`src/rtl/store_buf_pkg.sv`:
```
// Shared types and constants for the store buffer: drain-state enum and queued entry payload.
package store_buf_pkg;

    localparam int unsigned SB_DEPTH_DEFAULT  = 4;
    localparam int unsigned SB_ADDR_W_DEFAULT = 32;
    // Entry address field width; the top's ADDR_W must not exceed this.
    localparam int unsigned SB_ADDR_W         = 32;
    localparam int unsigned SB_DATA_W         = 32;
    localparam int unsigned SB_BE_W           = 4;

    typedef enum logic {
        IDLE = 1'b0,
        WAIT = 1'b1
    } drain_state_e;

    typedef struct packed {
        logic [SB_ADDR_W-1:0] addr;
        logic [SB_DATA_W-1:0] data;
        logic [SB_BE_W-1:0]   byteen;
    } sb_entry_t;

endpackage

```
`src/rtl/store_buf_fifo.sv`:
```
// Circular entry storage for the store buffer; exposes head, per-slot word addresses and occupancy.
module store_buf_fifo
    import store_buf_pkg::*;
#(
    parameter int unsigned DEPTH = SB_DEPTH_DEFAULT
) (
    input  logic                      clk,
    input  logic                      reset,
    input  logic                      i_push,
    input  logic                      i_pop,
    input  sb_entry_t                 i_entry,
    output sb_entry_t                 o_head,
    output logic [SB_ADDR_W-3:0]      o_word_addr [DEPTH],
    output logic [DEPTH-1:0]          o_valid,
    output logic [$clog2(DEPTH):0]    o_count
);

    localparam int unsigned PTR_W = $clog2(DEPTH);
    localparam int unsigned CNT_W = PTR_W + 1;

    sb_entry_t           r_mem [DEPTH];
    logic [PTR_W-1:0]    r_wr_ptr;
    logic [PTR_W-1:0]    r_rd_ptr;
    logic [CNT_W-1:0]    r_count;

    // Power-of-two depth lets the pointers wrap by plain overflow.
    always_ff @(posedge clk or posedge reset) begin
        if (reset) begin
            r_wr_ptr <= '0;
            r_rd_ptr <= '0;
            r_count  <= '0;
            for (int i = 0; i < DEPTH; i++) begin
                r_mem[i] <= '0;
            end
        end else begin
            if (i_push) begin
                r_mem[r_wr_ptr] <= i_entry;
                r_wr_ptr        <= r_wr_ptr + PTR_W'(1);
            end
            if (i_pop) begin
                r_rd_ptr <= r_rd_ptr + PTR_W'(1);
            end
            case ({i_push, i_pop})
                2'b10:   r_count <= r_count + CNT_W'(1);
                2'b01:   r_count <= r_count - CNT_W'(1);
                default: r_count <= r_count;
            endcase
        end
    end

    // A slot is live when its distance from the read pointer is below the occupancy.
    always_comb begin
        o_valid = '0;
        for (int i = 0; i < DEPTH; i++) begin
            o_valid[i]     = CNT_W'(PTR_W'(PTR_W'(i) - r_rd_ptr)) < r_count;
            o_word_addr[i] = r_mem[i].addr[SB_ADDR_W-1:2];
        end
    end

    assign o_head  = r_mem[r_rd_ptr];
    assign o_count = r_count;

endmodule

```
`src/rtl/store_buffer.sv`:
```
// Post-M-stage store buffer: queues committed stores, drains them to the bus, flags load hazards.
// Optional STORE_BUF_STALL_CNT_EN adds a saturating stall-cycle counter output (stall_cnt).
module store_buffer
    import store_buf_pkg::*;
#(
    parameter int unsigned DEPTH  = SB_DEPTH_DEFAULT,
    parameter int unsigned ADDR_W = SB_ADDR_W_DEFAULT
) (
    input  logic                   clk,
    input  logic                   reset,
    input  logic                   Req,
    input  logic                   st_valid,
    input  logic [ADDR_W-1:0]      st_addr,
    input  logic [31:0]            st_data,
    input  logic [3:0]             st_byteen,
    input  logic                   ld_valid,
    input  logic [ADDR_W-1:0]      ld_addr,
    output logic                   stall,
    output logic                   bus_req,
    output logic [ADDR_W-1:0]      bus_addr,
    output logic [31:0]            bus_wdata,
    output logic [3:0]             bus_byteen,
    input  logic                   bus_ack,
    output logic [$clog2(DEPTH):0] count,
    output logic                   empty
`ifdef STORE_BUF_STALL_CNT_EN
    ,
    output logic [31:0]            stall_cnt
`endif
);

    localparam int unsigned CNT_W = $clog2(DEPTH) + 1;
    localparam int unsigned WA_W  = SB_ADDR_W - 2;

    drain_state_e        r_state;
    drain_state_e        w_state_next;
    sb_entry_t           w_entry;
    sb_entry_t           w_head;
    logic [WA_W-1:0]     w_word_addr [DEPTH];
    logic [DEPTH-1:0]    w_valid;
    logic [CNT_W-1:0]    w_count;
    logic                w_full;
    logic                w_st_ok;
    logic                w_push;
    logic                w_pop;
    logic                w_ld_hit;
    logic [WA_W-1:0]     w_ld_word;
    logic                w_addr_lo_unused;

    assign w_full  = (w_count == CNT_W'(DEPTH));
    assign w_st_ok = st_valid & (|st_byteen) & ~Req;
    assign w_push  = w_st_ok & ~w_full;
    assign w_pop   = (r_state == WAIT) & bus_ack;
    assign w_entry = '{addr: SB_ADDR_W'(st_addr), data: st_data, byteen: st_byteen};

    store_buf_fifo #(
        .DEPTH (DEPTH)
    ) u_fifo (
        .clk         (clk),
        .reset       (reset),
        .i_push      (w_push),
        .i_pop       (w_pop),
        .i_entry     (w_entry),
        .o_head      (w_head),
        .o_word_addr (w_word_addr),
        .o_valid     (w_valid),
        .o_count     (w_count)
    );

    // Word-granular hazard compare; includes the head even while it is being popped.
    assign w_ld_word = WA_W'(ld_addr[ADDR_W-1:2]);
    always_comb begin
        w_ld_hit = 1'b0;
        for (int i = 0; i < DEPTH; i++) begin
            if (w_valid[i] && (w_word_addr[i] == w_ld_word)) begin
                w_ld_hit = 1'b1;
            end
        end
    end

    assign stall = (w_st_ok & w_full) | (ld_valid & w_ld_hit);
    assign w_addr_lo_unused = ^{w_head.addr[1:0], ld_addr[1:0]};

    always_ff @(posedge clk or posedge reset) begin
        if (reset) begin
            r_state <= IDLE;
        end else begin
            r_state <= w_state_next;
        end
    end

    always_comb begin
        w_state_next = r_state;
        case (r_state)
            IDLE: if (w_count != '0) w_state_next = WAIT;
            WAIT: if (bus_ack && (w_count == CNT_W'(1)) && !w_push) w_state_next = IDLE;
            default: w_state_next = IDLE;
        endcase
    end

    assign bus_req    = (r_state == WAIT);
    assign bus_addr   = bus_req ? ADDR_W'({w_head.addr[SB_ADDR_W-1:2], 2'b00}) : '0;
    assign bus_wdata  = bus_req ? w_head.data : '0;
    assign bus_byteen = bus_req ? w_head.byteen : '0;
    assign count      = w_count;
    assign empty      = (w_count == '0);

`ifdef STORE_BUF_STALL_CNT_EN
    logic [31:0] r_stall_cnt;

    always_ff @(posedge clk or posedge reset) begin
        if (reset) begin
            r_stall_cnt <= '0;
        end else if (stall && (r_stall_cnt != 32'hFFFF_FFFF)) begin
            r_stall_cnt <= r_stall_cnt + 32'd1;
        end
    end

    assign stall_cnt = r_stall_cnt;
`endif

endmodule

```
`config.mk`:
```
export PLATFORM = sky130hd
export DESIGN_NAME = store_buffer
export DESIGN_NICKNAME = d
export VERILOG_FILES = /design/src/rtl/store_buf_pkg.sv /design/src/rtl/store_buf_fifo.sv /design/src/rtl/store_buffer.sv
export SDC_FILE = /design/constraint.sdc
export NUM_CORES = 1
export LEC_CHECK = 0
export ABC_AREA = 0
export ABC_CLOCK_PERIOD_IN_PS = 13000
export CAP_MARGIN = 20
export CORE_UTILIZATION = 57
export CTS_CLUSTER_DIAMETER = 100
export DETAILED_ROUTE_END_ITERATION = 8
export PLACE_DENSITY = 0.87
export SYNTH_ARGS = -nofsm -noshare
export SYNTH_HDL_FRONTEND = slang
export SYNTH_SLANG_ARGS = --single-unit
export TNS_END_PERCENT = 5
```
`constraint.sdc`:
```
create_clock -name clk -period 13 [get_ports clk]
set_input_delay 3.25 -clock clk [delete_from_list [all_inputs] [get_ports clk]]
set_output_delay 3.25 -clock clk [all_outputs]
set_load 0.05 [all_outputs]
```
==> results of run 1 <==
-- placed cells by master, fill, tap and decap left out, drive strengths merged, types with 3 or more instances in the layout --
cell type / instances
ha: 13
bufinv: 3
a21oi: 7
nand4: 10
nor4: 24
inv: 12
xnor2: 14
buf: 9
mux2: 264
nor3: 4
mux4: 66
clkbuf: 42
and2: 67
nand2: 9
o21ai: 3
clkinv: 10
clkdlybuf4s50: 173
a211oi: 3
dfrtp: 272
xor2: 113
-- metrics by stage --
stage | hold slack [ps] | power (mW)
5_1_grt | 505 | 5.71
3_3_place_gp | 481 | 4.50
3_5_place_dp | 487 | 4.57
4_1_cts | 501 | 5.48
6_report | 498 | 5.47
2_1_floorplan | 474 | 3.75
-- routing by layer --
metal	GRT usage	routed length, um	part of all wire	vias to the layer above
li1	-	-	-	3726
met1	0.371	14700	0.43	4501
met2	0.433	16400	0.47	293
met3	0.0559	2350	0.068	71
met4	0.0956	1160	0.033	0
met5	0	0	0	-
-- cells by family after synthesis --
kind of cell    Yosys count  synth area share
flops                   272             0.465
xor+xnor                127            0.0760
simple gates            120            0.0514
compound gates           16           0.00752
other cells               1          0.000256
fa+ha+maj                13            0.0111
buf+inv                  66            0.0424
mux                     331             0.346
-- worst reg2reg max path, cell delays in order (launching register included) --
cell and delay (ps):
dfrtp_1 420, inv_1 250, ha_1 310, a21oi_4 150, nand2_4 550, buf_4 670
mux2_2 430
-- power breakdown --
part	switching, mW	total, mW	internal [mW]
combinational	1.50	2.93	1.43
clock	0.348	0.886	0.538
sequential	0.383	1.65	1.27
-- worst paths after layout --
kind / start / to / slack (ps) / cells past startpoint
worst min-delay path: u_fifo.r_mem[90]$_DFFE_PP0P_ / u_fifo.r_mem[90]$_DFFE_PP0P_ / 500 / 1
min in group asynchronous: reset / u_fifo.r_mem[96]$_DFFE_PP0P_ / 3260 / 2
worst min register to register: u_fifo.r_mem[90]$_DFFE_PP0P_ / u_fifo.r_mem[90]$_DFFE_PP0P_ / 500 / 1
max in group asynchronous: reset / u_fifo.r_mem[11]$_DFFE_PP0P_ / 8180 / 3
worst max-delay path: ld_addr[10] / stall / 3380 / 8
worst max register to register: u_fifo.o_count[1]$_DFFE_PP0P_ / u_fifo.r_mem[24]$_DFFE_PP0P_ / 10100 / 6
-- cell type report --
type	instances	area [sq um]	share of cell area
timing repair buffer	182	1800	0.104
inverter	12	52.6	0.00303
clock buffer	42	897	0.0517
clock inverter	14	148	0.00851
sequential	272	6820	0.393
tap	330	413	0.0238
multi-input combinational	609	7210	0.416
-- flip-flops by register name, summed over array words and instances, names as in the netlist --
name	cells
u_fifo.r_mem	144
u_fifo.o_word_addr	120
u_fifo.o_count	3
u_fifo.r_rd_ptr	2
u_fifo.r_wr_ptr	2
bus_req	1
==> flow_summary.json, run 1 <==
{
  "initial_core_util": 0.581,
  "avgRoutedWirePerCell_um": 23.7,
  "grt_pass1_wl_mm": 54.1,
  "yosysTopAreaCell": "dfrtp_1",
  "route.detailed.drc": 0,
  "finalSetupViolations": 0,
  "slew_violations": 0,
  "vias": 8591,
  "synth_warnings": 0,
  "firstDrtPassIters": 5,
  "die_h_um": 162,
  "drv_cap": 0,
  "crit_path_frequent_cell": "clkdlybuf4s50_1",
  "routed_via_density": 5.88,
  "cpPeakStageDelay_ps": 860,
  "fin_crit_sh": 0.740,
  "drive_gt1_frac": 0.355,
  "track_usage": 0.272,
  "fin_skew_ps": 12.4,
  "tns_ps": 0,
  "cts_buffer_depth": 3,
  "synth_edf_count": 0,
  "cts_tree": "done",
  "worstSetupPathType": "in -> out",
  "hold_path_class": "reg -> reg",
  "die_w_um": 162,
  "drt-initial-drc-count": 587,
  "globalplace.congestion": 0.983,
  "critPathBufInv": 2,
  "p_per_area_mw_per_mm2": 316,
  "hpwl_mm": 22.3,
  "utilization": 0.689,
  "fin_crit_ps": 9620,
  "rsz0062_at_grt": "false",
  "async_reset_ff_frac": 1.00,
  "worst_setup_path_end_kind": "output port",
  "synthCells": 946,
  "worst_pin_slew_ps": 986,
  "required_ps": 9750,
  "hold_buffers": 0,
  "grt_max_degree": 132,
  "antenna_found_initial": 0,
  "postCtsSetupBuffers": 0,
  "synth-seq-area-share": 0.465,
  "postLayoutSetupSlackWorst_ps": 3380,
  "htree_levels": 1,
  "yosysMostFrequentCell": "dfrtp_1",
  "final_cells": 1461,
  "synth_area_leaders": "dfrtp_1 46%, mux2_4 16%, mux4_2 10%, mux2_2 8.0%, xor2_1 6.8%",
  "coreArea_sq_mm": 0.0252,
  "synth_common_cells": "272 x dfrtp_1, 160 x mux2_4, 113 x xor2_1, 104 x mux2_2, 67 x and2_1",
  "netlist_area_sq_mm": 0.0146,
  "dieArea_sq_mm": 0.0263,
  "cts_buffers": 30,
  "rows": 58,
  "num-fill-cells": 1681,
  "relSlewSlack": 0.343,
  "synth_cell_types": 32,
  "clock.fmax_ghz": 0.104,
  "diodes": 0,
  "critPathMaxFanout": 4,
  "path_cells": "clkdlybuf4s50_1, xor2_1, nor4_1, nand4_1, a2111oi_0, a41oi_1, o2111ai_1, clkdlybuf4s50_1",
  "place_ws_ps": 3460,
  "peakVddDrop_mv": 0.262,
  "wl_mm": 34.6,
  "dp.cells": 1405,
  "first_global_vias": 9256,
  "ys.flop_type": "dfrtp_1",
  "ys_ff_latch": 272,
  "synth_top_area_frac": 0.465,
  "port-buffer-count": 173,
  "ant_nets": 0,
  "cpMaxStageDelayCell": "clkdlybuf4s50_1",
  "overflow": 0,
  "area_growth_pct": 18.5,
  "final_cell_area_sq_mm": 0.0173,
  "hold_viol_final": 0,
  "clock_latency_ps": 560,
  "pin_count": 180,
  "power_leakage_nw": 7.94,
  "nets": 1226,
  "cts_resized": 0,
  "critical-path-top-delay-family": "buffers and inverters",
  "cts.clk_slew.worst_paths_ps": 60,
  "synth.avg_cell_area_sq_um": 15.5,
  "start_kind": "input pin",
  "worstPathArrival_ps": 6370,
  "cts_sinks": 272,
  "outcome": "complete, no violations",
  "dpl_cell_area_sq_mm": 0.0163,
  "root_buffer": "clkbuf_16"
}
No activity file was read; power rests on OpenSTA's default activity.
==> run 2: changes to the inputs <==
Settings changed: ABC_CLOCK_PERIOD_IN_PS 13000 to 9600.
Clock period 13 ns to 9.6 ns, I/O delays scaled along.
==> run 2 against run 1 <==
Worst setup slack lost 1600 ps. First-iteration DRC count fell by 14%. Register-to-register slack worse by 3400 ps. Wire length is essentially flat. Cell area grew 0.38%. Critical path type unchanged. Largest cell class unchanged. Largest power group unchanged. Critical endpoint unchanged. Sequential cell count unchanged. Cell count down 0.14%. Global-route usage down 0.11 points.
==> flow_summary.json, run 2 (synthesized netlist as in run 1, its figures left out) <==
{
  "power_leakage_nw": 7.96,
  "worstPathArrival_ps": 5390,
  "port-buffer-count": 173,
  "wl_mm": 34.6,
  "p_total_mw": 7.45,
  "grt_max_degree": 160,
  "cts_buffers": 30,
  "globalplace.congestion": 0.967,
  "htree_levels": 1,
  "critical-path-top-delay-family": "buffers and inverters",
  "overflow": 0,
  "largest_reg_flops": 144,
  "die_w_um": 162,
  "hpwl_mm": 22.5,
  "tns_ps": 0,
  "vias": 8511,
  "grt_use_met2": 0.446,
  "avgRoutedWirePerCell_um": 23.7,
  "start_kind": "input pin",
  "cts_sinks": 272,
  "initial_core_util": 0.581,
  "fin_skew_ps": 8.80,
  "grt_pass1_wl_mm": 53.9,
  "required_ps": 7200,
  "cts_tree": "done",
  "critPathMaxFanout": 4,
  "fin_crit_sh": 0.812,
  "worst_setup_path_end_kind": "output port",
  "cts_buffer_depth": 3,
  "finalSetupViolations": 0,
  "worstSetupPathType": "in -> out",
  "rows": 58,
  "peakVddDrop_mv": 0.362,
  "track_usage": 0.270,
  "area_growth_pct": 18.9,
  "ant_nets": 0,
  "outcome": "complete, no violations",
  "critPathBufInv": 2,
  "diodes": 0,
  "dieArea_sq_mm": 0.0263,
  "path_cells": "clkdlybuf4s50_1, xor2_1, nor4_1, nand4_1, a2111oi_0, a41oi_1, o2111ai_1, clkdlybuf4s50_1",
  "cpPeakStageDelay_ps": 870,
  "cts.clk_slew.worst_paths_ps": 60,
  "clock.fmax_ghz": 0.128,
  "drive_gt1_frac": 0.353,
  "routed_via_density": 5.83,
  "hold_buffers": 0,
  "grt_busiest_layer": "met2",
  "coreArea_sq_mm": 0.0252,
  "postCtsSetupBuffers": 0,
  "worst_pin_slew_ps": 968,
  "drt-initial-drc-count": 506,
  "mostFrequentLayoutCells": "269 x dfrtp_1, 173 x clkdlybuf4s50_1, 160 x mux2_4, 113 x xor2_1, 104 x mux2_2",
  "final_common_cell": "dfrtp_1",
  "drv_cap": 0,
  "die_h_um": 162,
  "fin_crit_ps": 7790,
  "largest-register": "u_fifo.r_mem",
  "route.detailed.drc": 0,
  "firstDrtPassIters": 5,
  "cts_resized": 0,
  "nets": 1227,
  "pin_count": 180,
  "cpMaxStageDelayCell": "clkdlybuf4s50_1",
  "grt.met1_usage": 0.350,
  "met3_usage": 0.0682,
  "hold_viol_final": 0,
  "relSlewSlack": 0.354,
  "rsz0062_at_grt": "false",
  "slew_violations": 0,
  "root_buffer": "clkbuf_16",
  "clock_latency_ps": 550,
  "hold_path_class": "reg -> reg",
  "crit_path_frequent_cell": "clkdlybuf4s50_1",
  "p_per_area_mw_per_mm2": 428,
  "antenna_found_initial": 0,
  "first_global_vias": 9352
}
## run 2: worst paths after layout
path | start | endpoint | slack, ps | depth (start not counted)
min reg2reg | u_fifo.r_mem[101]$_DFFE_PP0P_ | u_fifo.r_mem[101]$_DFFE_PP0P_ | 500 | 1
max reg2reg | u_fifo.o_count[1]$_DFFE_PP0P_ | u_fifo.r_mem[171]$_DFFE_PP0P_ | 6720 | 6
min in group asynchronous | reset | u_fifo.r_mem[31]$_DFFE_PP0P_ | 2150 | 2
max | ld_addr[9] | stall | 1810 | 8
min | u_fifo.r_mem[101]$_DFFE_PP0P_ | u_fifo.r_mem[101]$_DFFE_PP0P_ | 500 | 1
max in group asynchronous | reset | u_fifo.r_rd_ptr[0]$_DFFE_PP0P_ | 6240 | 3
## run 2: metrics by stage
stage | cell area, sq um | setup WS (ps) | std cells | util | hold slack [ps]
global placement | 16300 | 1860 | 1405 | 0.647 | 482
CTS | 17400 | 1860 | 1458 | 0.690 | 501
floorplan | 14600 | 3460 | 947 | - | 474
global route | 17400 | 1680 | 1459 | 0.691 | 510
detailed placement | 16300 | 1880 | 1405 | 0.647 | 487
finish | 17400 | 1810 | 1459 | 0.691 | 497
## run 2: report_power, final
group	switching [mW]	total [mW]	internal (mW)
combinational	2.01	3.95	1.94
sequential	0.532	2.25	1.72
clock	0.462	1.25	0.787
## run 2: cell type report
type	count	area, sq um
Fill cell	1718	7780
Timing Repair Buffer	183	1830
Clock inverter	8	165
Tap cell	330	413
Sequential cell	272	6810
Multi-Input combinational cell	609	7210
Inverter	12	48.8
Clock buffer	45	918
## run 2: metal layers
metal | wire length [um] | up-vias
met5 | 0 | -
met4 | 1150 | 0
met1 | 14300 | 4442
li1 | - | 3716
met2 | 16700 | 284
met3 | 2460 | 69
==> run 3: changes to the inputs <==
Settings changed: ABC_CLOCK_PERIOD_IN_PS 9600 to 7100, CORE_UTILIZATION 57 to 51, PLACE_DENSITY 0.87 to 0.83.
Clock period 9.6 ns to 7.1 ns, I/O delays scaled along.
==> run 3 against run 2 <==
Clock power up 38%. Critical path depth unchanged. Clock skew about the same. Critical endpoint unchanged. Hold slack better by 3.1 ps. Non-clock buffer count up 2.
==> flow_summary.json, run 3 (synthesized netlist as in run 1, its figures left out) <==
{
  "htree_levels": 1,
  "fin_crit_ps": 6710,
  "clkPwrFrac": 0.171,
  "power_leakage_nw": 7.99,
  "mostFrequentLayoutCells": "269 x dfrtp_1, 173 x clkdlybuf4s50_1, 160 x mux2_4, 113 x xor2_1, 104 x mux2_2",
  "hp-start": "u_fifo.r_mem[89]$_DFFE_PP0P_",
  "path_cells": "clkdlybuf4s50_1, xor2_1, nor4_1, nand4_1, a2111oi_0, a41oi_1, o2111ai_1, clkdlybuf4s50_1",
  "p_per_area_mw_per_mm2": 578,
  "holdPathEnd": "u_fifo.r_mem[89]$_DFFE_PP0P_",
  "nets": 1229,
  "track_usage": 0.248,
  "area_growth_pct": 19.8,
  "met1_length_mm": 15.1,
  "coreArea_sq_mm": 0.0280,
  "final_cells": 1514,
  "dp.cells": 1455,
  "p_sw_frac": 0.404,
  "cts_buffer_depth": 3,
  "worst_setup_path_end_kind": "output port",
  "wl_mm": 35.2,
  "cts_buffers": 30,
  "worstSetupPathType": "in -> out",
  "drt-initial-drc-count": 540,
  "combinationalPowerShare": 0.532,
  "overflow": 0,
  "hold_viol_final": 0,
  "finalSetupViolations": 0,
  "routed.top_layer": "met4",
  "r2r_slack_ps": 4230,
  "fin_crit_sh": 0.944,
  "first_global_vias": 9226,
  "critical-path-top-delay-family": "buffers and inverters",
  "grt_pass1_wl_mm": 54.9,
  "outcome": "complete, no violations",
  "rr_endpoint": "u_fifo.o_word_addr[0]$_DFFE_PP0P_",
  "rsz0062_at_grt": "false",
  "p_int_mw": 6.05,
  "ant_nets": 0,
  "fin_skew_ps": 8.32,
  "root_buffer": "clkbuf_16",
  "p_sw_mw": 4.09,
  "grt_max_degree": 126,
  "critPathMaxFanout": 4,
  "whs_path_depth": 1,
  "die_w_um": 171,
  "hold_buffers": 0,
  "drv_cap": 0,
  "firstDrtPassIters": 5,
  "crit_path_frequent_cell": "clkdlybuf4s50_1",
  "cts_sinks": 272,
  "slew_violations": 0,
  "seq_power_share": 0.297,
  "relSlewSlack": 0.292,
  "clock.fmax_ghz": 0.149,
  "largest_reg_flops": 144,
  "required_ps": 5330,
  "avgRoutedWirePerCell_um": 23.2,
  "cts.clk_slew.worst_paths_ps": 60,
  "hold_path_class": "reg -> reg",
  "tns_ps": 0,
  "cts_resized": 0,
  "critPathBufInv": 2,
  "rows": 61,
  "route.met2.wl_mm": 17.0,
  "route.detailed.drc": 0,
  "postCtsSetupBuffers": 0,
  "routed_via_density": 5.63,
  "worst_pin_slew_ps": 1060,
  "clock_latency_ps": 570,
  "vias": 8522,
  "peakVddDrop_mv": 0.409,
  "hpwl_mm": 23.0,
  "port-buffer-count": 173,
  "cpMaxStageDelayCell": "clkdlybuf4s50_1",
  "globalplace.congestion": 0.961,
  "start_kind": "input pin",
  "antenna_found_initial": 2,
  "cpPeakStageDelay_ps": 870,
  "pin_count": 180,
  "die_h_um": 171,
  "worstPathArrival_ps": 4930,
  "r2r_cells": 6,
  "cts_tree": "done",
  "initial_core_util": 0.523,
  "largest-register": "u_fifo.r_mem",
  "r2r-start": "u_fifo.o_count[0]$_DFFE_PP0P_",
  "drive_gt1_frac": 0.355,
  "wl_met3_mm": 2.35,
  "final_common_cell": "dfrtp_1",
  "dieArea_sq_mm": 0.0294
}
## run 3: area by class of cell
| type | instances | area [sq um] |
|---|---|---|
| Clock buffer | 44 | 893 |
| Tap cell | 378 | 473 |
| Clock inverter | 12 | 238 |
| Sequential cell | 272 | 6820 |
| Timing Repair Buffer | 185 | 1850 |
| Fill cell | 2100 | 10500 |
| Antenna cell | 2 | 5.00 |
| Inverter | 12 | 48.8 |
| Multi-Input combinational cell | 609 | 7210 |
## run 3: worst max-delay path by stage
| stage | end | from | cells after the start | slack, ps |
|---|---|---|---|---|
| global placement | stall | ld_addr[9] | 8 | 510 |
| detailed placement | stall | ld_addr[26] | 8 | 590 |
| CTS | stall | ld_addr[10] | 8 | 540 |
| global route | stall | ld_addr[17] | 8 | 370 |
| finish | stall | ld_addr[17] | 8 | 390 |
| floorplan | bus_req$_DFF_PP0_ | reset | 1 | 1730 |
## run 3: routing by layer
metal | up-vias | GRT usage
li1 | 3736 | -
met1 | 4472 | 0.338
met2 | 269 | 0.405
met3 | 45 | 0.0541
met4 | 0 | 0.0629
met5 | - | 0
## run 3: power groups by stage
stage | Sequential (mW) | Clock (mW) | Combinational [mW]
finish | 3.01 | 1.73 | 5.40
global route | 3.11 | 1.82 | 5.68
CTS | 3.00 | 1.77 | 5.42
detailed placement | 3.01 | 0 | 5.39
global placement | 2.96 | 0 | 5.32
floorplan | 2.77 | 0 | 4.09
## run 3: stage by stage
step	total power [mW]	hold slack [ps]	worst slack, ps	util	instance area [sq um]
after floorplan	6.86	474	1730	-	14600
after global placement	8.28	481	512	0.585	16400
after detailed placement	8.39	489	592	0.585	16400
after CTS	10.2	503	536	0.625	17500
after global routing	10.6	514	368	0.626	17500
final	10.1	500	394	0.626	17500
